===== src/rtl/sd_spi_byte_phy.sv =====
// SD card SPI-mode byte PHY: mode-0 byte shifter, power-up dummy clocks, cclk divider and CS gating.
// Optional receive CRC-16-CCITT is compiled in when SD_SPI_CRC16_EN is defined.
module sd_spi_byte_phy #(
    parameter int HALF_SLOW   = 125,
    parameter int HALF_FAST   = 2,
    parameter int INIT_CYCLES = 80
) (
    input  logic       clk,
    input  logic       rst_n,
    input  logic       fast_sel,
    input  logic       cs_req,
    input  logic       init_req,
    output logic       init_done,
    input  logic       tx_valid,
    output logic       tx_ready,
    input  logic [7:0] tx_data,
    output logic       rx_valid,
    output logic [7:0] rx_data,
    output logic       busy,
    output logic       sd_cclk,
    output logic       sd_cmd,
    input  logic       sd_data0,
    output logic       sd_cs
`ifdef SD_SPI_CRC16_EN
    ,
    input  logic        crc_clear,
    output logic [15:0] rx_crc16
`endif
);

    localparam int HW = (HALF_SLOW > 1) ? $clog2(HALF_SLOW) : 1;
    localparam int IW = $clog2(2 * INIT_CYCLES + 1);
    localparam logic [HW-1:0] SLOW_M1   = HW'(HALF_SLOW - 1);
    localparam logic [HW-1:0] FAST_M1   = HW'(HALF_FAST - 1);
    localparam logic [IW-1:0] INIT_LAST = IW'(2 * INIT_CYCLES - 1);

    typedef enum logic [1:0] {
        ST_IDLE  = 2'd0,
        ST_INIT  = 2'd1,
        ST_SHIFT = 2'd2
    } state_t;

    state_t          state_q, state_d;
    logic [HW-1:0]   half_q, half_d;
    logic [HW-1:0]   cnt_q, cnt_d;
    logic            cclk_q, cclk_d;
    logic            cmd_q, cmd_d;
    logic            cs_q, cs_d;
    logic [6:0]      tx_sh_q, tx_sh_d;
    logic [7:0]      rx_sh_q, rx_sh_d;
    logic [7:0]      rx_data_q, rx_data_d;
    logic            rx_valid_q, rx_valid_d;
    logic            init_done_q, init_done_d;
    logic [3:0]      bit_cnt_q, bit_cnt_d;
    logic [IW-1:0]   init_cnt_q, init_cnt_d;
    logic            wrap;
    logic            sample;

`ifdef SD_SPI_CRC16_EN
    logic [15:0]     crc_q, crc_d;
    logic            crc_fb;
`endif

    assign tx_ready  = (state_q == ST_IDLE) && rst_n && !init_req;
    assign busy      = (state_q != ST_IDLE);
    assign sd_cclk   = cclk_q;
    assign sd_cmd    = cmd_q;
    assign sd_cs     = cs_q;
    assign rx_valid  = rx_valid_q;
    assign rx_data   = rx_data_q;
    assign init_done = init_done_q;

    assign wrap   = (cnt_q == half_q);
    // A rising cclk toggle in SHIFT is the mode-0 sample point for MISO.
    assign sample = (state_q == ST_SHIFT) && wrap && !cclk_q;

    always_comb begin
        state_d     = state_q;
        half_d      = half_q;
        cnt_d       = cnt_q;
        cclk_d      = cclk_q;
        cmd_d       = cmd_q;
        cs_d        = cs_q;
        tx_sh_d     = tx_sh_q;
        rx_sh_d     = rx_sh_q;
        rx_data_d   = rx_data_q;
        rx_valid_d  = 1'b0;
        init_done_d = 1'b0;
        bit_cnt_d   = bit_cnt_q;
        init_cnt_d  = init_cnt_q;

        case (state_q)
            ST_IDLE: begin
                cs_d  = ~cs_req;
                cnt_d = '0;
                if (init_req) begin
                    state_d    = ST_INIT;
                    half_d     = SLOW_M1;
                    init_cnt_d = '0;
                    cs_d       = 1'b1;
                    cmd_d      = 1'b1;
                    cclk_d     = 1'b0;
                end else if (tx_valid) begin
                    state_d   = ST_SHIFT;
                    half_d    = fast_sel ? FAST_M1 : SLOW_M1;
                    tx_sh_d   = tx_data[6:0];
                    cmd_d     = tx_data[7];
                    bit_cnt_d = '0;
                end
            end

            ST_INIT: begin
                if (wrap) begin
                    cnt_d  = '0;
                    cclk_d = ~cclk_q;
                    if (init_cnt_q == INIT_LAST) begin
                        state_d     = ST_IDLE;
                        cclk_d      = 1'b0;
                        init_cnt_d  = '0;
                        init_done_d = 1'b1;
                    end else begin
                        init_cnt_d = init_cnt_q + 1'b1;
                    end
                end else begin
                    cnt_d = cnt_q + 1'b1;
                end
            end

            ST_SHIFT: begin
                if (wrap) begin
                    cnt_d  = '0;
                    cclk_d = ~cclk_q;
                    if (!cclk_q) begin
                        rx_sh_d = {rx_sh_q[6:0], sd_data0};
                    end else if (bit_cnt_q == 4'd7) begin
                        // Eighth falling toggle: byte complete, MOSI back to idle-high.
                        state_d    = ST_IDLE;
                        cmd_d      = 1'b1;
                        bit_cnt_d  = '0;
                        rx_valid_d = 1'b1;
                        rx_data_d  = rx_sh_q;
                    end else begin
                        bit_cnt_d = bit_cnt_q + 1'b1;
                        cmd_d     = tx_sh_q[6];
                        tx_sh_d   = {tx_sh_q[5:0], 1'b0};
                    end
                end else begin
                    cnt_d = cnt_q + 1'b1;
                end
            end

            default: begin
                state_d = ST_IDLE;
            end
        endcase
    end

`ifdef SD_SPI_CRC16_EN
    assign crc_fb   = crc_q[15] ^ sd_data0;
    assign rx_crc16 = crc_q;

    always_comb begin
        crc_d = crc_q;
        if (crc_clear) begin
            crc_d = 16'h0000;
        end else if (sample) begin
            crc_d = {crc_q[14:0], 1'b0} ^ (crc_fb ? 16'h1021 : 16'h0000);
        end
    end

    always_ff @(posedge clk) begin
        if (!rst_n) begin
            crc_q <= 16'h0000;
        end else begin
            crc_q <= crc_d;
        end
    end
`else
    logic unused_sample;
    assign unused_sample = sample;
`endif

    always_ff @(posedge clk) begin
        if (!rst_n) begin
            state_q     <= ST_IDLE;
            half_q      <= '0;
            cnt_q       <= '0;
            cclk_q      <= 1'b0;
            cmd_q       <= 1'b1;
            cs_q        <= 1'b1;
            tx_sh_q     <= '0;
            rx_sh_q     <= '0;
            rx_data_q   <= '0;
            rx_valid_q  <= 1'b0;
            init_done_q <= 1'b0;
            bit_cnt_q   <= '0;
            init_cnt_q  <= '0;
        end else begin
            state_q     <= state_d;
            half_q      <= half_d;
            cnt_q       <= cnt_d;
            cclk_q      <= cclk_d;
            cmd_q       <= cmd_d;
            cs_q        <= cs_d;
            tx_sh_q     <= tx_sh_d;
            rx_sh_q     <= rx_sh_d;
            rx_data_q   <= rx_data_d;
            rx_valid_q  <= rx_valid_d;
            init_done_q <= init_done_d;
            bit_cnt_q   <= bit_cnt_d;
            init_cnt_q  <= init_cnt_d;
        end
    end

endmodule


===== config.mk =====
export PLATFORM = sky130hd
export DESIGN_NAME = sd_spi_byte_phy
export DESIGN_NICKNAME = d
export VERILOG_FILES = /design/src/rtl/sd_spi_byte_phy.sv
export SDC_FILE = /design/constraint.sdc
export NUM_CORES = 1
export LEC_CHECK = 0
export CELL_PAD_IN_SITES_DETAIL_PLACEMENT = 1
export CELL_PAD_IN_SITES_GLOBAL_PLACEMENT = 1
export CORE_UTILIZATION = 45
export DETAILED_ROUTE_END_ITERATION = 16
export PLACE_DENSITY = 0.85
export SYNTH_ARGS = -nofsm -noshare
export SYNTH_HDL_FRONTEND = slang
export SYNTH_SLANG_ARGS = --single-unit

===== constraint.sdc =====
create_clock -name clk -period 3.4 [get_ports clk]
set_input_delay 0.68 -clock clk [delete_from_list [all_inputs] [get_ports clk]]
set_output_delay 0.68 -clock clk [all_outputs]
set_load 0.05 [all_outputs]

==> results.txt <==
The run finished with clean final reports. The fraction of final layout cells sized beyond drive strength 1 is 0.0707, and the post-synthesis average cell area is 8.65 µm². For the aggregate routed wire length, the log shows 6060 µm. The run gives 45 as the number of different library cells in the post-synthesis netlist. Setup repair after global routing left no endpoint under its margin. For this run the aggregate overflow at the end of global routing stands at 0. The number of global-route vias before repair is 2159.

TritonCTS built the clock tree. The number of pins with negative max-slew slack in the final report is 0. After synthesis, the most frequently instantiated cells are dfxtp_1 (51), nor2_1 (34), mux2i_1 (27).

The detail route stage leaves a number of antenna-violating nets equal to 0. For the I/O pin count, the log shows 30. The run gives 0 as the max-capacitance violation count. By area the synthesized netlist is led by dfxtp_1 (42%), mux2i_1 (11%), nor2_1 (5.2%). The logs give 0.709 mW for the switching power and 5 for the total clock buffers created by CTS. Row generation in the floorplan step produced 26 rows. The area share of the leading cell type in the synthesized netlist was 0.417. Derived from the worst setup path, the maximum achievable clock frequency is 0.353 GHz. The net count after synthesis is 305.

The area growth from synthesis to layout is 18.6%. The number of flops mapped to enable cells by yosys came out at 0. After routing the design area is 0.00290 mm².

The classification of the worst setup path was reg2out. Yosys printed 0 warnings. The tools report the hold violation count in the final report as 0. After detailed routing, the average wire length per cell comes to 15.9 µm. The tools report the combinational fraction of design power as 0.395. In this run the tool buffered the top-level ports with 29 buffer cells. The relative slew slack was 0.417; the share of synthesized registers carrying an async set or reset was 0. The clock sink count was 51; the ratio of total power to cell area was 604 mW/mm². The tools report the part of the power in the clock network as 0.217. Library cell with the highest instance count after synthesis: dfxtp_1. Fill cells in the final layout number 630. The standby leakage power was 1.16 nW. Share of synthesized area occupied by flip-flops and latches: 0.417. The highest net fanout along the worst path came out at 10.

In this run the vertical extent of the chip is 75.7 µm. The logs give 2 for the clock tree buffer depth and 0.229 for the global routing usage summed across all routing layers. The tools report the clock insertion delay at the later pin of the skew report as 0.31 ns. For the initial antenna violation count, the log shows 0.

For this run, the post-layout net count is 332. The wire-length estimate of the detail-placed layout is 4270 µm. 0 antenna diodes ended up in the layout. Setup violations remaining at the end of the flow were counted as 0. Cell internal power was estimated by the tool at 1.05 mW. The initial core utilization is 0.473. Hold repair after CTS inserted 0 buffers. The final design utilization was 0.561. The transition time at the pin with the least slew margin is 0.871 ns.

Leading register cell type out of synthesis: dfxtp_1. The required time reported for the critical path endpoint is 2.72 ns, and the wire length of the first global-routing pass is 9960 µm. The detailed-routing iteration count for the pre-antenna-repair pass is 4, and the count of buffers added by post-CTS timing repair for setup is 0.

Data on the critical path arrives at its endpoint at 2.15 ns. Count of unresolved DRC violations after routing: 0. Type of the tightest min-delay check: reg2reg. The post-layout minimum cycle time was 2.83 ns.

For the number of DRC violations after detailed-routing iteration 0, the log shows 146. Summed over all instances, the cell type with the most area after synthesis is dfxtp_1. The net switching fraction of the power was 0.404; the worst hold margin was 0.485 ns. The detailed router placed 2154 vias in this run.

The synthesized netlist occupies a cell area of 0.00245 mm². The tools report the master cell of the clock root buffer as clkbuf_8. In the routed layout, each cell is associated on average with a via count of 5.65.

Entering global routing, the biggest net connects 33 pins. Counting every instance in the synthesized netlist gives 283. For the proportion of power drawn by flip-flops and latches, the log shows 0.388. The type of element capturing the critical path is a primary output. Counting flops and latches in the post-synthesis netlist gives 51. The share of the clock period used by the worst path is 0.832. The worst setup path is launched from a register. The post-place instance area is 0.00281 mm², and the quantity of gates resized following cts is 0. The clock edge transition at the registers on the reported setup and hold paths is 0.10 ns, and the area of the core is 0.00517 mm². For the weighted congestion at the end of routability-driven global placement, the log shows 0.757. The die covers 0.00574 mm². The H-tree generated during clock tree synthesis spans 2 levels.

X dimension of the die: 75.7 µm. The setup check on the worst reg-to-reg path leaves a slack of 0.90 ns. After routing, the total negative slack on setup checks comes to 0 ns. The post-route clock skew is 0.00287 ns. The peak supply drop was 0.000284 V.
power by group through the flow:
stage	Clock, mW	Sequential, mW	Combinational, mW
final	0.381	0.681	0.693
after global routing	0.409	0.687	0.754
after CTS	0.389	0.680	0.691
after detailed placement	0	0.693	0.683
after global placement	0	0.692	0.661
after floorplan	0	0.708	0.485
per-layer routing:
metal / track usage / wire length [µm] / vias to the layer above
li1: - / - / 1050
met4: 0.0741 / 84 / 0
met3: 0.0397 / 156 / 9
met1: 0.284 / 2750 / 1058
met5: 0 / 0 / -
met2: 0.402 / 3070 / 37
worst paths after layout:
check,from,to,cells after the start
worst min-delay path,tx_sh_q[3]$_SDFFE_PN0P_,tx_sh_q[3]$_SDFFE_PN0P_,2
worst max register to register,cnt_q[3]$_SDFFE_PN0P_,init_cnt_q[5]$_SDFFE_PN0P_,5
worst min register to register,tx_sh_q[3]$_SDFFE_PN0P_,tx_sh_q[3]$_SDFFE_PN0P_,2
worst max-delay path,state_q[0]$_SDFFE_PN0P_,busy,4
cell families (layout without fill, tap and decap cells):
group / count (synthesis) / after routing / synth area share
flip-flops: 51 / 51 / 0.417
multiplexers: 29 / 29 / 0.120
AO/OA/AOI/OAI: 53 / 53 / 0.131
adder cells (fa/ha/maj): 7 / 7 / 0.0358
XOR/XNOR: 6 / 6 / 0.0215
buffers and inverters: 24 / 52 / 0.0373
AND/OR/NAND/NOR: 113 / 113 / 0.237
cells in the final DEF, fill, tap and decap left out, types with 4 or more instances in the layout:
cell             count
or4_1                4
xor2_1               4
dfxtp_1             51
inv_1                9
o21ai_0             16
or3_1               10
nor2_1              34
nand2b_1             4
nand3_1              9
a21oi_1             22
nor2b_1              4
nand2_1             26
ha_1                 7
buf_4                6
nand4_1              6
clkbuf_8             5
mux2i_1             27
clkdlybuf4s50_1     28
worst max-delay path, cell delays in order, from the launching register on:
cell and delay (ns):
dfxtp_1 0.40, inv_1 0.09, ha_1 0.35, inv_1 0.18, clkdlybuf4s50_1 0.82
state kept, by name, indices dropped and copies added, names as in the netlist:
register	cells
bit_cnt_q	4
rx_valid	1
rx_data	8
rx_sh_q	8
state_q	2
half_q	2
sd_cmd	1
sd_cs	1
sd_cclk	1
init_cnt_q	8
tx_sh_q	7
cnt_q	7
init_done	1
area by class of cell:
type	instances	area, µm²	area share
timing repair buffer	34	325	0.112
tap	70	87.6	0.0302
inverter	10	37.5	0.0129
multi-input combinational	208	1340	0.460
sequential	51	1020	0.352
clock inverter	3	27.5	0.00948
clock buffer	5	68.8	0.0237
stage by stage:
stage | setup slack (ns) | std cells | power [mW]
6_report | 0.570 | 381 | 1.75
5_1_grt | 0.470 | 381 | 1.85
4_1_cts | 0.586 | 381 | 1.76
3_5_place_dp | 0.542 | 373 | 1.38
3_3_place_gp | 0.679 | 373 | 1.35
2_1_floorplan | 0.963 | 283 | 1.19
No activity file was read; power rests on OpenSTA's default activity.
